**config.mk**
```make
export PLATFORM = sky130hd
export DESIGN_NAME = ex_mem_skid_reg
export DESIGN_NICKNAME = d
export VERILOG_FILES = /design/src/rtl/ex_mem_skid_reg.sv
export SDC_FILE = /design/constraint.sdc
export NUM_CORES = 1
export LEC_CHECK = 0
export ABC_AREA = 0
export CORE_MARGIN = 2
export CORE_UTILIZATION = 47
export DETAILED_ROUTE_END_ITERATION = 16
export PLACE_DENSITY = 0.8
export SYNTH_ARGS = -nofsm -noshare
export SYNTH_HDL_FRONTEND = slang
export SYNTH_SLANG_ARGS = --single-unit
```
**constraint.sdc**
```tcl
create_clock -name clk -period 2.9 [get_ports clk]
set_input_delay 0.29 -clock clk [delete_from_list [all_inputs] [get_ports clk]]
set_output_delay 0.29 -clock clk [all_outputs]
set_load 0.01 [all_outputs]
```
**src/rtl/ex_mem_skid_reg.sv**
```systemverilog
// EX->MEM pipeline register: 2-entry skid buffer with registered in_ready and a forwarding tap on the head.
// Optional overflow trap enabled by defining OFL_TRAP_EN.
module ex_mem_skid_reg #(
    parameter int DATA_W = 16,
    parameter int REG_W  = 3
) (
    input  logic              clk,
    input  logic              rst,
    input  logic              in_valid,
    output logic              in_ready,
    input  logic [DATA_W-1:0] alu_out,
    input  logic              alu_ofl,
    input  logic              alu_cout,
    input  logic              alu_z,
    input  logic              ofl_chk,
    input  logic [REG_W-1:0]  wb_reg,
    input  logic              wb_en,
    input  logic              mem_rd,
    input  logic              mem_wr,
    input  logic [DATA_W-1:0] st_data,
    input  logic              flush,
    output logic              out_valid,
    input  logic              out_ready,
    output logic [DATA_W-1:0] q_alu,
    output logic              q_ofl,
    output logic              q_cout,
    output logic              q_z,
    output logic [REG_W-1:0]  q_wb_reg,
    output logic              q_wb_en,
    output logic              q_mem_rd,
    output logic              q_mem_wr,
    output logic [DATA_W-1:0] q_st_data,
    output logic              fwd_valid,
    output logic [REG_W-1:0]  fwd_reg,
    output logic [DATA_W-1:0] fwd_data,
    output logic              trap
);

    typedef struct packed {
        logic [DATA_W-1:0] alu;
        logic              ofl;
        logic              cout;
        logic              z;
        logic [REG_W-1:0]  wb_reg;
        logic              wb_en;
        logic              mem_rd;
        logic              mem_wr;
        logic [DATA_W-1:0] st_data;
    } entry_t;

    typedef enum logic [1:0] {EMPTY, ONE, FULL} state_t;

    state_t state, state_nxt;
    entry_t head, skid, in_entry;
    logic   in_ready_r;
    logic   push, pop;
    logic   load_head_in, load_head_skid, load_skid;

    assign push = in_valid & in_ready_r;
    assign pop  = out_valid & out_ready;

    always_comb begin
        in_entry = '{alu: alu_out, ofl: alu_ofl, cout: alu_cout, z: alu_z,
                     wb_reg: wb_reg, wb_en: wb_en, mem_rd: mem_rd,
                     mem_wr: mem_wr, st_data: st_data};
`ifdef OFL_TRAP_EN
        // A trapping op must not commit architectural state downstream.
        if (ofl_chk && alu_ofl) begin
            in_entry.wb_en  = 1'b0;
            in_entry.mem_wr = 1'b0;
        end
`endif
    end

    // NOTE: every output of a combinational block gets a default first, otherwise a latch is inferred.
    always_comb begin
        state_nxt      = state;
        load_head_in   = 1'b0;
        load_head_skid = 1'b0;
        load_skid      = 1'b0;
        unique case (state)
            EMPTY: if (push) begin
                state_nxt    = ONE;
                load_head_in = 1'b1;
            end
            ONE: begin
                if (push && pop) begin
                    load_head_in = 1'b1;
                end else if (push) begin
                    state_nxt = FULL;
                    load_skid = 1'b1;
                end else if (pop) begin
                    state_nxt = EMPTY;
                end
            end
            FULL: if (pop) begin
                state_nxt      = ONE;
                load_head_skid = 1'b1;
            end
            default: state_nxt = EMPTY;
        endcase
        // Flush wins: a concurrent pop still completes for MEM, a concurrent push is lost.
        if (flush) begin
            state_nxt      = EMPTY;
            load_head_in   = 1'b0;
            load_head_skid = 1'b0;
            load_skid      = 1'b0;
        end
    end

    // NOTE: sequential state uses non-blocking assignments so every flop samples pre-edge values.
    always_ff @(posedge clk or posedge rst) begin
        if (rst) begin
            state      <= EMPTY;
            in_ready_r <= 1'b1;
        end else begin
            state      <= state_nxt;
            in_ready_r <= (state_nxt != FULL);
        end
    end

    // NOTE: entry registers are reset because q_* must read zero immediately after reset.
    always_ff @(posedge clk or posedge rst) begin
        if (rst) begin
            head <= '0;
            skid <= '0;
        end else begin
            if (load_head_in)        head <= in_entry;
            else if (load_head_skid) head <= skid;
            if (load_skid)           skid <= in_entry;
        end
    end

`ifdef OFL_TRAP_EN
    logic trap_r;
    always_ff @(posedge clk or posedge rst) begin
        if (rst)                            trap_r <= 1'b0;
        else if (flush)                     trap_r <= 1'b0;
        else if (push && ofl_chk && alu_ofl) trap_r <= 1'b1;
    end
    assign trap = trap_r;
`else
    wire unused_ofl_chk = ofl_chk;
    assign trap = 1'b0;
`endif

    assign in_ready  = in_ready_r;
    assign out_valid = (state != EMPTY);

    assign q_alu     = head.alu;
    assign q_ofl     = head.ofl;
    assign q_cout    = head.cout;
    assign q_z       = head.z;
    assign q_wb_reg  = head.wb_reg;
    assign q_wb_en   = head.wb_en;
    assign q_mem_rd  = head.mem_rd;
    assign q_mem_wr  = head.mem_wr;
    assign q_st_data = head.st_data;

    // Loads are never forwarded; their data only exists after MEM.
    assign fwd_valid = out_valid & head.wb_en & ~head.mem_rd;
    assign fwd_reg   = head.wb_reg;
    assign fwd_data  = head.alu;

endmodule
```
# == After elaboration in Yosys (flattened, before gate mapping) ==
# Index checks and enable logic that the tools add are counted.
# totals
ramBits,0
regBits,85
memories,0
romBits,0
elab_cells,51
latchBits,0
# classes
magnitude_cmp,0
multipliers,0
addsub,0
n_eq_ne,3
reduce_logical,4
bitwise,5
n_div,0
shifts,0
n_mux,19
# op_table
op,n
$mux 41,2
$mux 2,6
$mux 1,9
$pmux 2 s3,1
$and 1x1->1,4
$reduce_bool 2->1,2
$eq 2x1->1 const B,1
$eq 2x2->1 const B,1
$logic_not 2->1,1
$ne 2x2->1 const B,1
$pmux 1 s2,1
$logic_and 1x1->1,1
$not 1->1,1

# == Depth between registers and ports, before layout ==
# depth
word_depth,8
mapped_depth,6
mapped_depth_nobuf,4

# == Least setup slack after synthesis ==
# Ideal clock, no wire load.
# synth_path
kind,register to register
startpoint,register in_ready_r (netlist: in_ready)
endpoint,"register head, in the netlist fwd_data[12]"
stages_incl_launch_ff,7
setup_slack_ps,1353
synth_period_minus_slack_ps,1547
arrival_ps,1424
required_time_ps,2777
path_buffers,2
cell_sequence,dfstp_2 -> nand2_1 -> or4_4 -> buf_6 -> buf_6 -> nor2_1 -> a21oi_1
# synth_between
elab_chain_len,6
word_cells_on_any_way,8
cone_classes,5 x mux; 1 x bitwise; 2 x reduce/logical
# synth_lines
element,line,rtl
start: declaration,55,logic in_ready_r;
start signal: assignment,118,in_ready_r <= (state_nxt != FULL);
$and 1x1->1 (*),59,assign push = in_valid & in_ready_r;
$logic_and 1x1->1,87,if (push && pop) begin
$mux 1,87,
$pmux 1 s2 (*),81,unique case (state)
$mux 1 (*),103,if (flush) begin
$mux 41 or $reduce_bool 2->1 (tied branches),n/a,
end signal: assignment,128,if (load_head_in) head <= in_entry;
end signal: assignment,129,else if (load_head_skid) head <= skid;
end: declaration,54,"entry_t head, skid, in_entry;"
# Mark *: on every way between the ends. The rest lies on a longest branch, timed or not.
# A chain may end at the register's enable or synchronous reset.

# == Worst setup path after layout ==
# layout_path
startpoint,register state[1]
endpoint,output fwd_valid
# layout_between
elab_chain_len,3
# layout_lines
element,line,rtl
start: declaration,53,"state_t state, state_nxt;"
start signal: assignment,117,state <= state_nxt;
$reduce_bool 2->1,148,assign out_valid = (state != EMPTY);
$and 1x1->1 (2 in a row),161,assign fwd_valid = out_valid & head.wb_en & ~head.mem_rd;
end: declaration,33,"output logic fwd_valid,"
# Every way passes these cells.

==> PnR_summary.wiki <==
{| class="wikitable"
! Metric !! Value
|-
| Cell taking the most area after synthesis || sky130_fd_sc_hd__dfrtp_1
|-
| Layout area overhead || 31.9%
|-
| Setup TNS Final || 0 ps
|-
| Worst setup EP type || output port
|-
| Height of the die || approximately 94 microns
|-
| Async set or reset register ratio after synthesis || 100%
|-
| Final clock skew || 8.45 ps
|-
| Most common library cells after synthesis || sky130_fd_sc_hd__dfrtp_1 (84), sky130_fd_sc_hd__mux2i_1 (43), sky130_fd_sc_hd__a21oi_1 (42), sky130_fd_sc_hd__nor2_1 (42), sky130_fd_sc_hd__mux2_2 (41)
|-
| Number of gates resized after cts || 0
|-
| First element of the critical path || state[1]
|-
| Insertion delay of the later-clocked pin in the worst-skew pair || between 300 and 400 ps
|-
| Global-route usage over all layers || 17.3%
|-
| Synth Net Count || roughly 350
|-
| Slew HR || between 40% and 50%
|-
| Ratio of cells with drive above 1 in the final layout || between 15 and 20%
|-
| Wire per inst || between 10 and 15 microns
|-
| Number of nets at the end of the flow || between 400 and 500
|-
| Initial antenna violation count || 0
|-
| Count of buffers from port buffering || ~110
|-
| Result of the run || completed
|-
| Number of global-route vias before repair || around 2700
|-
| Logic depth of the worst register-to-register path || 4
|-
| Max capacitance violation total || 0
|-
| Peak fanout along the critical path || 7
|-
| Row Count || 32
|-
| Type of the setup path with the least slack || flop to output port
|-
| Largest net degree at the start of global routing || 83
|-
| Worst setup slack for register-to-register paths || 1000 ps
|-
| Global-route wire length before repair || approximately 12000 microns
|-
| Placed Area || around 4700 sq um
|-
| Post-detailed-placement half-perimeter wirelength || about 4700 microns
|-
| Reg-to-Reg End || fwd_data[6]
|-
| FILL cells || 640
|-
| Final count of negative-setup-slack endpoints || 0
|-
| Finished layout cell area || ~5000 sq um
|-
| Average cell area after synthesis || around 12 sq um
|-
| Setup Fix Bufs, Post-CTS || 0
|-
| Distinct cells, synth || 20
|-
| Antenna cells || 0
|-
| Vias/cell || 5.04
|-
| Area used by multi-input combinational logic || ~1300 sq um
|-
| Sum of routed wire length over all layers || 7050 microns
|-
| Initial core utilization || between 40% and 50%
|-
| Clock buffer count from CTS || 9
|-
| Die Footprint || 8770 sq um
|-
| Minimum clock period after layout || ~2100 ps
|-
| Syn Inst Count || just over 300
|-
| Share of the synthesized area in the top cell type || between 50% and 60%
|-
| Arrival @ worst endpoint || roughly 1800 ps
|-
| Setup repair after global routing missed its margin || false
|-
| CTS root buffer || sky130_fd_sc_hd__clkbuf_8
|-
| Number of enable-type register cells in the synthesized netlist || 0
|-
| Share of synthesized area occupied by flip-flops and latches || 56.4%
|-
| Core ar. || slightly below 8000 sq um
|-
| Portion of the clock cycle consumed by the worst path in the final layout || roughly 71%
|-
| R2r startpoint || state[0]
|-
| Register cell area after layout || roughly 2100 sq um
|-
| Remaining DRCs || 0
|-
| Leading register cell type out of synthesis || sky130_fd_sc_hd__dfrtp_1
|-
| Synth area leaders || sky130_fd_sc_hd__dfrtp_1 (56%), sky130_fd_sc_hd__mux2_2 (12%), sky130_fd_sc_hd__mux2i_1 (11%), sky130_fd_sc_hd__a21oi_1 (5.6%), sky130_fd_sc_hd__nor2_1 (4.2%)
|-
| Flip-flop and latch count after synthesis || 85
|-
| Required @ worst endpoint || about 2600 ps
|-
| CTS max path bufs || 2
|-
| Cell area after technology mapping || around 3800 sq um
|-
| Worst min-delay path class || input pin to async pin
|-
| # clock sinks || 85
|-
| First-iteration detailed-routing DRC count || 84
|-
| H-Tree Depth || 3
|-
| Number of primary I/O pins || 111
|-
| Number of hold-slack violations in the final timing report || 0
|-
| Yosys warnings || 0
|-
| Worst ir drop on vdd || approximately 0.33 mV
|-
| Gp weighted congestion || 0.692
|-
| Worst slew pin tran || between 800 and 900 ps
|-
| Critical path startpoint category || flop
|-
| Chip width || around 94 microns
|-
| Register with the most flip-flops || skid
|-
| CTS tree || done
|-
| Iteration count of the initial detailed-routing pass || 4
|-
| Routed vias || around 2500
|-
| Achievable Freq || 487 MHz
|-
| Clock-pin slew on the worst setup and hold paths || ~80 ps
|-
| Total leakage power || slightly above 2 nW
|-
| Total power density per cell area || 697 nW/um^2
|-
| Largest register FFs || 41
|-
| Remaining number of nets flagged by the antenna check after routing || 0
|-
| Max-slew violation count || 0
|-
| Post-CTS Hold Fix Bufs || 0
|-
| Leftover overflow at the end of global routing || 0
|-
| Dominant cell by count in the synthesized netlist || sky130_fd_sc_hd__dfrtp_1
|}
==> per-stage QoR <==
| step | hold slack, ps | utilization, % | worst slack [ps] | cells | power [mW] |
|---|---|---|---|---|---|
| finish | 365 | 64.1 | 849 | 494 | 3.47 |
| global route | 425 | 64.1 | 750 | 494 | 3.66 |
| global placement | 486 | 61.1 | 709 | 480 | 2.49 |
| detailed placement | 494 | 61.1 | 644 | 480 | 2.54 |
| CTS | 384 | 64.1 | 817 | 494 | 3.52 |
| floorplan | 356 | - | 418 | 304 | 2.13 |
==> where the power goes <==
part           internal (mW)  switching, mW
Sequential              1.47          0.160
Combinational          0.551          0.316
Clock                  0.586          0.387
Total                   2.61          0.863
==> metal layers <==
metal | global-route usage (%) | part of all wire, % | vias up
li1 | - | - | 1193
met4 | 7.73 | 1.4 | 0
met5 | 0 | 0 | -
met3 | 3.46 | 4.8 | 10
met2 | 30.5 | 51 | 69
met1 | 20.4 | 43 | 1219
==> critical path: stages, from the launching register on <==
cell	delay [ps]
sky130_fd_sc_hd__dfrtp_1	450
sky130_fd_sc_hd__or2_2	340
sky130_fd_sc_hd__and3b_1	160
sky130_fd_sc_hd__clkdlybuf4s50_1	480
==> area by class of cell <==
class	instances	share of cell area (%)
repair buffers	112	22.8
multi-input cells	179	27.0
well taps	102	2.56
inverters	2	0.176
flip-flops and latches	85	42.7
clock buffers	10	2.76
clock inverters	4	1.96
==> worst max-delay path by stage <==
| stage | depth (start not counted) | end |
|---|---|---|
| 4_1_cts | 3 | fwd_valid |
| 2_1_floorplan | 1 | fwd_data[0] |
| 3_5_place_dp | 5 | fwd_data[4] |
| 3_3_place_gp | 5 | fwd_data[7] |
| 5_1_grt | 3 | fwd_valid |
| 6_report | 3 | fwd_valid |
==> layout by cell type (no fill, tap or decap) <==
cell,count
sky130_fd_sc_hd__nor2b_1,1
sky130_fd_sc_hd__inv_1,1
sky130_fd_sc_hd__clkbuf_8,10
sky130_fd_sc_hd__nor2_1,42
sky130_fd_sc_hd__mux2_2,41
sky130_fd_sc_hd__o22a_1,1
sky130_fd_sc_hd__clkdlybuf4s50_1,108
sky130_fd_sc_hd__clkinvlp_4,1
sky130_fd_sc_hd__conb_1,1
sky130_fd_sc_hd__or4_4,1
sky130_fd_sc_hd__nand2_1,1
sky130_fd_sc_hd__or3_1,1
sky130_fd_sc_hd__and3b_1,2
sky130_fd_sc_hd__or2_2,1
sky130_fd_sc_hd__mux2i_1,43
sky130_fd_sc_hd__nand3b_1,1
sky130_fd_sc_hd__dfrtp_1,84
sky130_fd_sc_hd__buf_4,2
sky130_fd_sc_hd__dfstp_2,1
sky130_fd_sc_hd__and4bb_2,1
sky130_fd_sc_hd__clkinv_2,1
sky130_fd_sc_hd__bufinv_16,3
sky130_fd_sc_hd__buf_12,2
sky130_fd_sc_hd__a21oi_1,42
==> kinds of logic (layout without fill, tap and decap cells) <==
| family | Yosys count | in the layout | share of synthesized area [%] |
|---|---|---|---|
| AO/OA/AOI/OAI | 43 | 43 | 5.80 |
| buffers and inverters | 40 | 128 | 8.05 |
| flip-flops | 85 | 85 | 56.4 |
| multiplexers | 84 | 84 | 23.6 |
| other | 1 | 1 | 0.0993 |
| AND/OR/NAND/NOR | 51 | 51 | 6.06 |
Power figures use the tool's default switching activity.
